`src/rtl/mdu_sequencer.sv`:
```
// rtl/mdu_sequencer.sv - RV32M multi-cycle multiply/divide sequencer; MDU_DIV_EN enables division
module mdu_sequencer #(
    parameter int XLEN = 32
) (
    input  logic            clk,
    input  logic            reset,
    input  logic            start,
    input  logic            kill,
    input  logic [2:0]      funct3,
    input  logic [XLEN-1:0] op_a,
    input  logic [XLEN-1:0] op_b,
    output logic            stall,
    output logic            busy,
    output logic            done,
    output logic [XLEN-1:0] result
);
    localparam logic [1:0] S_IDLE = 2'd0;
    localparam logic [1:0] S_CALC = 2'd1;
    localparam logic [1:0] S_FIX  = 2'd2;
    localparam logic [1:0] S_DONE = 2'd3;

    logic [1:0]        state, state_next;
    logic [4:0]        cnt;
    logic [1:0]        fn;
    logic              neg_res;
    logic [XLEN-1:0]   a_mag;
    logic [2*XLEN-1:0] acc, step_next, prod_fix;
    logic              accept, fast, a_signed, b_signed, a_neg, b_neg;
    logic [XLEN-1:0]   a_abs, b_abs, fast_val, mul_val, fix_val;
    logic [XLEN:0]     mul_sum;
`ifdef MDU_DIV_EN
    logic              is_div, div_zero, div_ovf;
    logic [XLEN-1:0]   b_mag, div_raw, div_val;
    logic [XLEN+1:0]   div_r, div_diff;
`endif

    assign accept = start && !kill && (state == S_IDLE);
    assign stall  = accept || (state == S_CALC) || (state == S_FIX);

    always_comb begin
        a_signed = 1'b0;
        b_signed = 1'b0;
        case (funct3)
            3'b001, 3'b100, 3'b110: begin
                a_signed = 1'b1;
                b_signed = 1'b1;
            end
            3'b010:  a_signed = 1'b1;
            default: ;
        endcase
    end

    assign a_neg = a_signed & op_a[XLEN-1];
    assign b_neg = b_signed & op_b[XLEN-1];
    assign a_abs = a_neg ? -op_a : op_a;
    assign b_abs = b_neg ? -op_b : op_b;

    // Multiplier sits in the low half of acc and is consumed LSB-first as the product shifts in.
    assign mul_sum  = {1'b0, acc[2*XLEN-1:XLEN]} + (acc[0] ? {1'b0, a_mag} : '0);
    assign prod_fix = neg_res ? -acc : acc;
    assign mul_val  = (fn == 2'b00) ? prod_fix[XLEN-1:0] : prod_fix[2*XLEN-1:XLEN];

`ifdef MDU_DIV_EN
    assign div_zero = funct3[2] && (op_b == '0);
    assign div_ovf  = funct3[2] && !funct3[0] && (op_a == {1'b1, {(XLEN-1){1'b0}}}) && (op_b == '1);
    assign fast     = div_zero || div_ovf;
    assign fast_val = div_zero ? (funct3[1] ? op_a : '1)
                               : (funct3[1] ? '0 : {1'b1, {(XLEN-1){1'b0}}});

    // Restoring step: remainder in the high half, dividend shifts out while quotient bits shift in.
    assign div_r     = {1'b0, acc[2*XLEN-1:XLEN-1]};
    assign div_diff  = div_r - {2'b00, b_mag};
    assign step_next = !is_div ? {mul_sum, acc[XLEN-1:1]}
                     : div_diff[XLEN+1] ? {div_r[XLEN-1:0], acc[XLEN-2:0], 1'b0}
                                        : {div_diff[XLEN-1:0], acc[XLEN-2:0], 1'b1};
    assign div_raw   = fn[1] ? acc[2*XLEN-1:XLEN] : acc[XLEN-1:0];
    assign div_val   = neg_res ? -div_raw : div_raw;
    assign fix_val   = is_div ? div_val : mul_val;
`else
    assign fast      = funct3[2];
    assign fast_val  = '0;
    assign step_next = {mul_sum, acc[XLEN-1:1]};
    assign fix_val   = mul_val;
`endif

    always_comb begin
        state_next = state;
        case (state)
            S_IDLE:  if (accept) state_next = fast ? S_DONE : S_CALC;
            S_CALC:  if (kill) state_next = S_IDLE;
                     else if (cnt == 5'd31) state_next = S_FIX;
            S_FIX:   state_next = kill ? S_IDLE : S_DONE;
            default: state_next = S_IDLE;
        endcase
    end

    always_ff @(posedge clk) begin
        if (reset) begin
            state   <= S_IDLE;
            cnt     <= '0;
            busy    <= 1'b0;
            done    <= 1'b0;
            result  <= '0;
            acc     <= '0;
            a_mag   <= '0;
            fn      <= '0;
            neg_res <= 1'b0;
`ifdef MDU_DIV_EN
            b_mag   <= '0;
            is_div  <= 1'b0;
`endif
        end else begin
            state <= state_next;
            busy  <= (state_next != S_IDLE);
            done  <= (state_next == S_DONE);
            case (state)
                S_IDLE: if (accept) begin
                    fn      <= funct3[1:0];
                    neg_res <= (funct3[2] && funct3[1]) ? a_neg : (a_neg ^ b_neg);
                    a_mag   <= a_abs;
                    cnt     <= '0;
`ifdef MDU_DIV_EN
                    is_div  <= funct3[2];
                    b_mag   <= b_abs;
                    acc     <= {{XLEN{1'b0}}, funct3[2] ? a_abs : b_abs};
`else
                    acc     <= {{XLEN{1'b0}}, b_abs};
`endif
                    if (fast) result <= fast_val;
                end
                S_CALC: if (!kill) begin
                    acc <= step_next;
                    cnt <= cnt + 5'd1;
                end
                S_FIX: if (!kill) result <= fix_val;
                default: ;
            endcase
        end
    end
endmodule

```
`config.mk`:
```
export PLATFORM = sky130hd
export DESIGN_NAME = mdu_sequencer
export DESIGN_NICKNAME = d
export VERILOG_FILES = /design/src/rtl/mdu_sequencer.sv
export SDC_FILE = /design/constraint.sdc
export NUM_CORES = 1
export LEC_CHECK = 0
export ABC_AREA = 1
export CORE_ASPECT_RATIO = 1.2
export CORE_MARGIN = 2
export CORE_UTILIZATION = 40
export DETAILED_ROUTE_END_ITERATION = 10
export DONT_BUFFER_PORTS = 1
export GPL_TIMING_DRIVEN = 0
export PLACE_DENSITY = 0.63
export SLEW_MARGIN = 20
export SYNTH_ARGS = -nofsm -noshare
export SYNTH_HDL_FRONTEND = slang
export SYNTH_SLANG_ARGS = --single-unit
export TNS_END_PERCENT = 20
```
`constraint.sdc`:
```
create_clock -name clk -period 6.8 [get_ports clk]
set_input_delay 1.02 -clock clk [delete_from_list [all_inputs] [get_ports clk]]
set_output_delay 1.02 -clock clk [all_outputs]
set_load 0.05 [all_outputs]
```
==> results of run 1 <==
==> path summary, 6_finish.rpt <==
kind | startpoint | end | cells past startpoint
min | a_mag[18] | a_mag[18] | 2
max | acc[0] | acc[61] | 18
min reg2reg | a_mag[18] | a_mag[18] | 2
max reg2reg | acc[0] | acc[61] | 18
==> cell families (layout without fill, tap and decap cells) <==
family / Yosys count / count (layout) / synth area share, %
AO/OA/AOI/OAI: 395 / 395 / 17.7
XOR/XNOR: 24 / 24 / 1.78
adder cells (fa/ha/maj): 38 / 38 / 4.08
buffers and inverters: 310 / 342 / 10.5
flip-flops: 140 / 140 / 23.7
AND/OR/NAND/NOR: 1136 / 1136 / 42.3
==> sequential cells by signal (all words and copies together) (netlist names) <==
signal / count
state: 2
done: 1
busy: 1
cnt: 5
neg_res: 1
acc: 64
result: 32
a_mag: 32
fn: 2
==> layer usage <==
layer / global-route usage (%) / part of all wire [%]
met1: 34.4 / 40
met2: 54.3 / 49
met3: 4.13 / 5.2
met4: 18.1 / 6.1
met5: 0 / 0
==> layout by cell type (no fill, tap or decap), drive strengths merged, types with 5 or more instances in the layout <==
master and n:
nand2 572, nor2 260, inv 246, nand3 210
a21oi 204, o21ai 157, dfxtp 140, clkbuf 51
ha 37, buf 36, nor3 32, nand4 24
nand3b 22, xor2 21, or2 13, a31oi 10
a32o 7, clkinv 5
==> power by group through the flow <==
stage	clock network [uW]	registers, uW	logic, uW
floorplan	0	916	407
global placement	0	940	551
detailed placement	0	942	556
CTS	977	923	560
global route	1020	927	628
finish	972	924	567
==> critical path, delay by kind of cell, from the launching register on <==
kind / cells / cell delay, ps
simple gates: 11 / 1190
fa+ha+maj: 2 / 540
flops: 1 / 300
compound gates: 1 / 70
buf+inv: 4 / 780
==> metrics by stage <==
| stage | utilization, % | setup slack [ps] | instances |
|---|---|---|---|
| 6_report | 44.0 | 3770 | 2465 |
| 5_1_grt | 44.0 | 3480 | 2465 |
| 4_1_cts | 44.0 | 3780 | 2465 |
| 3_5_place_dp | 42.0 | 3600 | 2433 |
| 3_3_place_gp | 42.0 | 3650 | 2433 |
| 2_1_floorplan | - | 4200 | 2043 |
==> cell type report <==
type                       instances  share of cell area [%]
inverter                         241                    7.03
sequential                       140                    21.7
buffer                            69                    2.58
multi-input combinational       1593                    60.4
clock inverter                    14                    1.22
clock buffer                      18                    3.32
tap                              390                    3.78
==> results.py, run 1 <==
metrics = {
    "run_status": {
        "status": "finished clean",
    },
    "critical_path": {
        "max_stage_delay_ps": 450,
        "critPathRequiredTime_ps": 7120,
        "crit_type": "flip-flop to flip-flop",
        "worstPathMaxFanout": 10,
        "path_common_cell": "nand2_1",
        "critPathSlowestCell": "clkbuf_1",
        "end_kind": "flip-flop",
        "path_cells": "buf_2, clkbuf_1, nand2_1, inv_1, ha_1, inv_1, fa_1, nand3b_1, nand2_1, nand2_1, nand2_1, nand3_1, nand2_1, nand2_1, nand2_1, nand2_1, nand3_1, a21oi_1",
        "ff2ff_setup_slack_ps": 3770,
        "cp-start-kind": "flip-flop",
        "arrival_ps": 3340,
    },
    "finish": {
        "ff_latch_area_um2": 2800,
        "final_nets": 2171,
        "num_antenna_cells": 0,
        "fin_area_um2": 12900,
        "area_growth_pct": 9.08,
        "multiInputGateArea_um2": 7800,
        "drive_above_1_share_pct": 7.08,
        "fillers": 3292,
    },
    "synth": {
        "synth-edff-count": 0,
        "yosysWarningCount": 0,
        "ys_seq_area_share_pct": 23.7,
        "synth.cell_area_um2": 11800,
        "synth_cells": 2043,
        "synthDistinctLibCells": 53,
        "synth_common_cells": "nand2_1 (557), nor2_1 (231), inv_1 (227)",
        "synth_seq_cells": 140,
        "synthTopCellsByArea": "dfxtp_1 (24%), nand2_1 (18%), nand3_1 (8.6%)",
        "syn_avg_cell_area_um2": 5.80,
        "synth.most_common_cell": "nand2_1",
        "syn-num-nets": 2152,
        "synthArstFlopShare_pct": 0,
        "synth_ff_type": "dfxtp_1",
        "synth_top_area_cell": "dfxtp_1",
        "synth_top_area_share_pct": 23.7,
    },
    "floorplan": {
        "core-area_um2": 29400,
        "dieArea_um2": 31000,
        "initial_core_util_pct": 40.3,
        "ios": 106,
        "die_y_um": 192,
        "die_w_um": 161,
        "rows": 69,
    },
    "power_and_ir_drop": {
        "internal_power_uw": 1580,
        "p_sw_uw": 885,
        "total_leakage_power_uw": 0.00601,
        "p_seq_share_pct": 37.5,
        "ir_worst_vdd_mv": 0.157,
        "clkPwrFrac_pct": 39.4,
        "pwr-share-comb_pct": 23.0,
        "switching_share_pct": 35.9,
        "power-per-cell-area_nw_per_um2": 191,
        "p_total_uw": 2460,
    },
    "sta": {
        "fin_setup_tns_ps": 0,
        "finalClockSkew_ps": 11.8,
        "final.period_utilization_pct": 44.5,
        "hold_viol_final": 0,
        "holdWs_ps": 453,
        "post-route-min-period_ps": 3030,
        "drv_slew": 0,
        "worst_pin_slew_ps": 853,
        "rsz0062_at_grt": "false",
        "fmax_ghz": 0.331,
        "setup_viol": 0,
        "maxSlewHeadroom_pct": 43.1,
    },
    "cts": {
        "cts_hold_buf": 0,
        "clockRootBuffer": "clkbuf_16",
        "cts-resized-gates": 0,
        "clk_pin_slew_ps": 70,
        "clk_latency_ps": 450,
        "post_cts_buffers": 0,
        "cts-buffers-inserted": 17,
        "cts_sinks": 140,
        "cts_tree": "yes",
        "htreeDepth": 4,
        "clockBufferDepth": 2,
    },
    "global_routing": {
        "grt_pass1_vias": 12900,
        "grt_max_degree": 17,
        "antenna_found_initial": 0,
        "grt_use_total_pct": 30.3,
        "grt_pass1_wl_um": 72000,
        "grt.overflow.total": 0,
    },
    "placed_design": {
        "dpl_cell_area_um2": 12300,
        "routabilityCongestion": 0.959,
        "io_buffers": 0,
        "hpwl_um": 37900,
    },
    "drt": {
        "drt_iter0_drc": 965,
        "routed-via-count": 13500,
        "viasPerCell": 5.49,
        "first_pass_iters": 6,
        "route.detailed.drc": 0,
        "wl_um": 46800,
        "drt.antenna.violating_nets": 0,
        "post_drt_wl_per_cell_um": 19.0,
    },
    "worst_hold_path": {
        "hp-class": "flip-flop to flip-flop",
    },
    "run": {
        "cap_violations": 0,
    },
}
(Power assumes the default switching activity.)
==> run 2: changes to the inputs <==
Clock period 6.8 ns to 3 ns, I/O delays scaled along.
==> run 2 against run 1 <==
  * Count of clock-buffer cells in the layout unchanged
  * Highest routed layer unchanged
  * Critical path type unchanged
  * Via count shrank 0.27%
  * Critical endpoint is now acc[60]
  * Final area about the same
==> results.py, run 2 (synthesized netlist as in run 1, its figures left out) <==
metrics = {
    "run_status": {
        "status": "finished clean",
    },
    "critical_path": {
        "max_stage_delay_ps": 380,
        "critPathRequiredTime_ps": 3300,
        "startpoint": "acc[0]",
        "arrival_ps": 3030,
        "r2r_cells": 13,
        "ff2ff_setup_slack_ps": 280,
        "critPathSlowestCell": "clkbuf_1",
        "worstPathMaxFanout": 16,
        "timing.rr.start": "acc[0]",
        "end_kind": "flip-flop",
        "cp-start-kind": "flip-flop",
        "rr_endpoint": "acc[60]",
        "crit_type": "flip-flop to flip-flop",
        "path_cells": "buf_2, clkbuf_1, nand2_1, inv_1, ha_1, a21oi_1, o21ai_0, nand2_1, nand2_1, a21oi_1, nand3_1, nand3_1, a21oi_1",
        "crit_path_end": "acc[60]",
    },
    "drt": {
        "routed-via-count": 13500,
        "viasPerCell": 5.48,
        "drt_iter0_drc": 1027,
        "first_pass_iters": 5,
        "post_drt_wl_per_cell_um": 19.0,
        "drt.antenna.violating_nets": 0,
        "route.detailed.drc": 0,
        "wl_um": 46800,
    },
    "power_and_ir_drop": {
        "ir_worst_vdd_mv": 0.356,
        "clkPwrFrac_pct": 39.3,
        "switching_share_pct": 35.8,
        "power-per-cell-area_nw_per_um2": 431,
        "total_leakage_power_uw": 0.00602,
        "internal_power_uw": 3580,
        "p_seq_share_pct": 37.6,
        "p_sw_uw": 1990,
        "pwr-share-comb_pct": 23.1,
    },
    "finish": {
        "top_regs": "acc x64, a_mag x32, result x32",
        "top_register": "acc",
        "final_common_cell": "nand2_1",
        "layout_common_cells": "nand2_1 (557), nor2_1 (231), inv_1 (227)",
        "final_nets": 2170,
        "largest_reg_flops": 64,
        "drive_above_1_share_pct": 7.14,
        "num_antenna_cells": 0,
        "fin_cells": 2464,
        "area_growth_pct": 9.06,
        "fin_area_um2": 12900,
    },
    "cts": {
        "cts_sinks": 140,
        "clockBufferDepth": 2,
        "clk_pin_slew_ps": 70,
        "cts_hold_buf": 0,
        "htreeDepth": 4,
        "cts-buffers-inserted": 17,
        "clk_latency_ps": 450,
        "cts_tree": "yes",
        "clockRootBuffer": "clkbuf_16",
    },
    "placed_design": {
        "io_buffers": 0,
        "dp_slack_ps": -11.5,
        "dpl_cell_area_um2": 12300,
        "hpwl_um": 37900,
        "dpl.cell_count": 2433,
        "routabilityCongestion": 0.959,
    },
    "sta": {
        "rsz0062_at_grt": "false",
        "finalClockSkew_ps": 12.8,
        "fmax_ghz": 0.367,
        "worst_pin_slew_ps": 848,
        "final.period_utilization_pct": 90.8,
        "hold_viol_final": 0,
        "maxSlewHeadroom_pct": 43.5,
        "drv_slew": 0,
        "setup_viol": 0,
        "post-route-min-period_ps": 2720,
        "setup_slack_ps": 277,
    },
    "global_routing": {
        "grt_max_degree": 17,
        "grt.overflow.total": 0,
        "grt_use_total_pct": 30.3,
        "antenna_found_initial": 0,
        "grt_pass1_vias": 12900,
        "grt_pass1_wl_um": 72000,
    },
    "worst_hold_path": {
        "hp-class": "primary input to flip-flop",
        "holdPathStages": 2,
    },
    "floorplan": {
        "die_w_um": 161,
        "rows": 69,
        "die_y_um": 192,
        "ios": 106,
        "core-area_um2": 29400,
        "initial_core_util_pct": 40.3,
        "dieArea_um2": 31000,
    },
    "run": {
        "cap_violations": 0,
    },
}
## run 2: changes by cell type in the layout (fill, tap and decap cells not counted), sizes merged
cell    change
clkbuf      -1
## run 2: power by group through the flow
stage | sequential (uW) | clock [uW] | combinational (uW)
final | 2090 | 2190 | 1290
after global routing | 2100 | 2300 | 1420
after CTS | 2090 | 2210 | 1270
after detailed placement | 2130 | 0 | 1260
after global placement | 2130 | 0 | 1250
after floorplan | 2080 | 0 | 923
## run 2: critical path: cells and delay by family (launching register included)
family | cells | cell delay [ps]
compound gates | 4 | 690
fa+ha+maj | 1 | 290
buf+inv | 3 | 790
flops | 1 | 300
simple gates | 5 | 500
## run 2: area by class of cell
cell class | instances | area (um2)
Tap cell | 390 | 488
Clock buffer | 18 | 429
Fill cell | 3290 | 16400
Buffer | 68 | 330
Sequential cell | 140 | 2800
Multi-Input combinational cell | 1593 | 7800
Clock inverter | 14 | 158
Inverter | 241 | 908
## run 2: how the worst min path moves through the flow
stage / start / endpoint
floorplan: a_mag[2] / a_mag[2]
CTS: op_a[30] / a_mag[30]
global route: op_a[30] / a_mag[30]
global placement: a_mag[18] / a_mag[18]
detailed placement: a_mag[18] / a_mag[18]
finish: op_a[30] / a_mag[30]
## run 2: stage by stage
step	utilization, %	TNS, ps	total power, uW	hold WS (ps)
after CTS	44.0	0	5570	113
final	44.0	0	5570	128
after global placement	42.0	0	3380	441
after global routing	44.0	0	5830	133
after floorplan	-	0	3000	417
after detailed placement	42.0	-11.5	3390	440
## run 2: timing repair
action | CTS | global route
hold endpoints to repair | 0 | 0
buffers inserted | 0 | 0
endpoints found under the setup margin | 1 | 3
gates resized for setup | 0 | 2
## run 2: per-layer routing
layer | GRT usage, % | vias to the layer above | part of all wire (%)
met3 | 4.06 | 120 | 5.1
met5 | 0 | - | 0
met2 | 54.3 | 427 | 49
met4 | 18.1 | 0 | 5.9
met1 | 34.4 | 6225 | 40
li1 | - | 6729 | -
==> run 3: changes to the inputs <==
Settings changed: SLEW_MARGIN 20 to 30.
==> results of run 3 <==
Same layout as run 2: the final DEF is identical, and so are final timing and power.
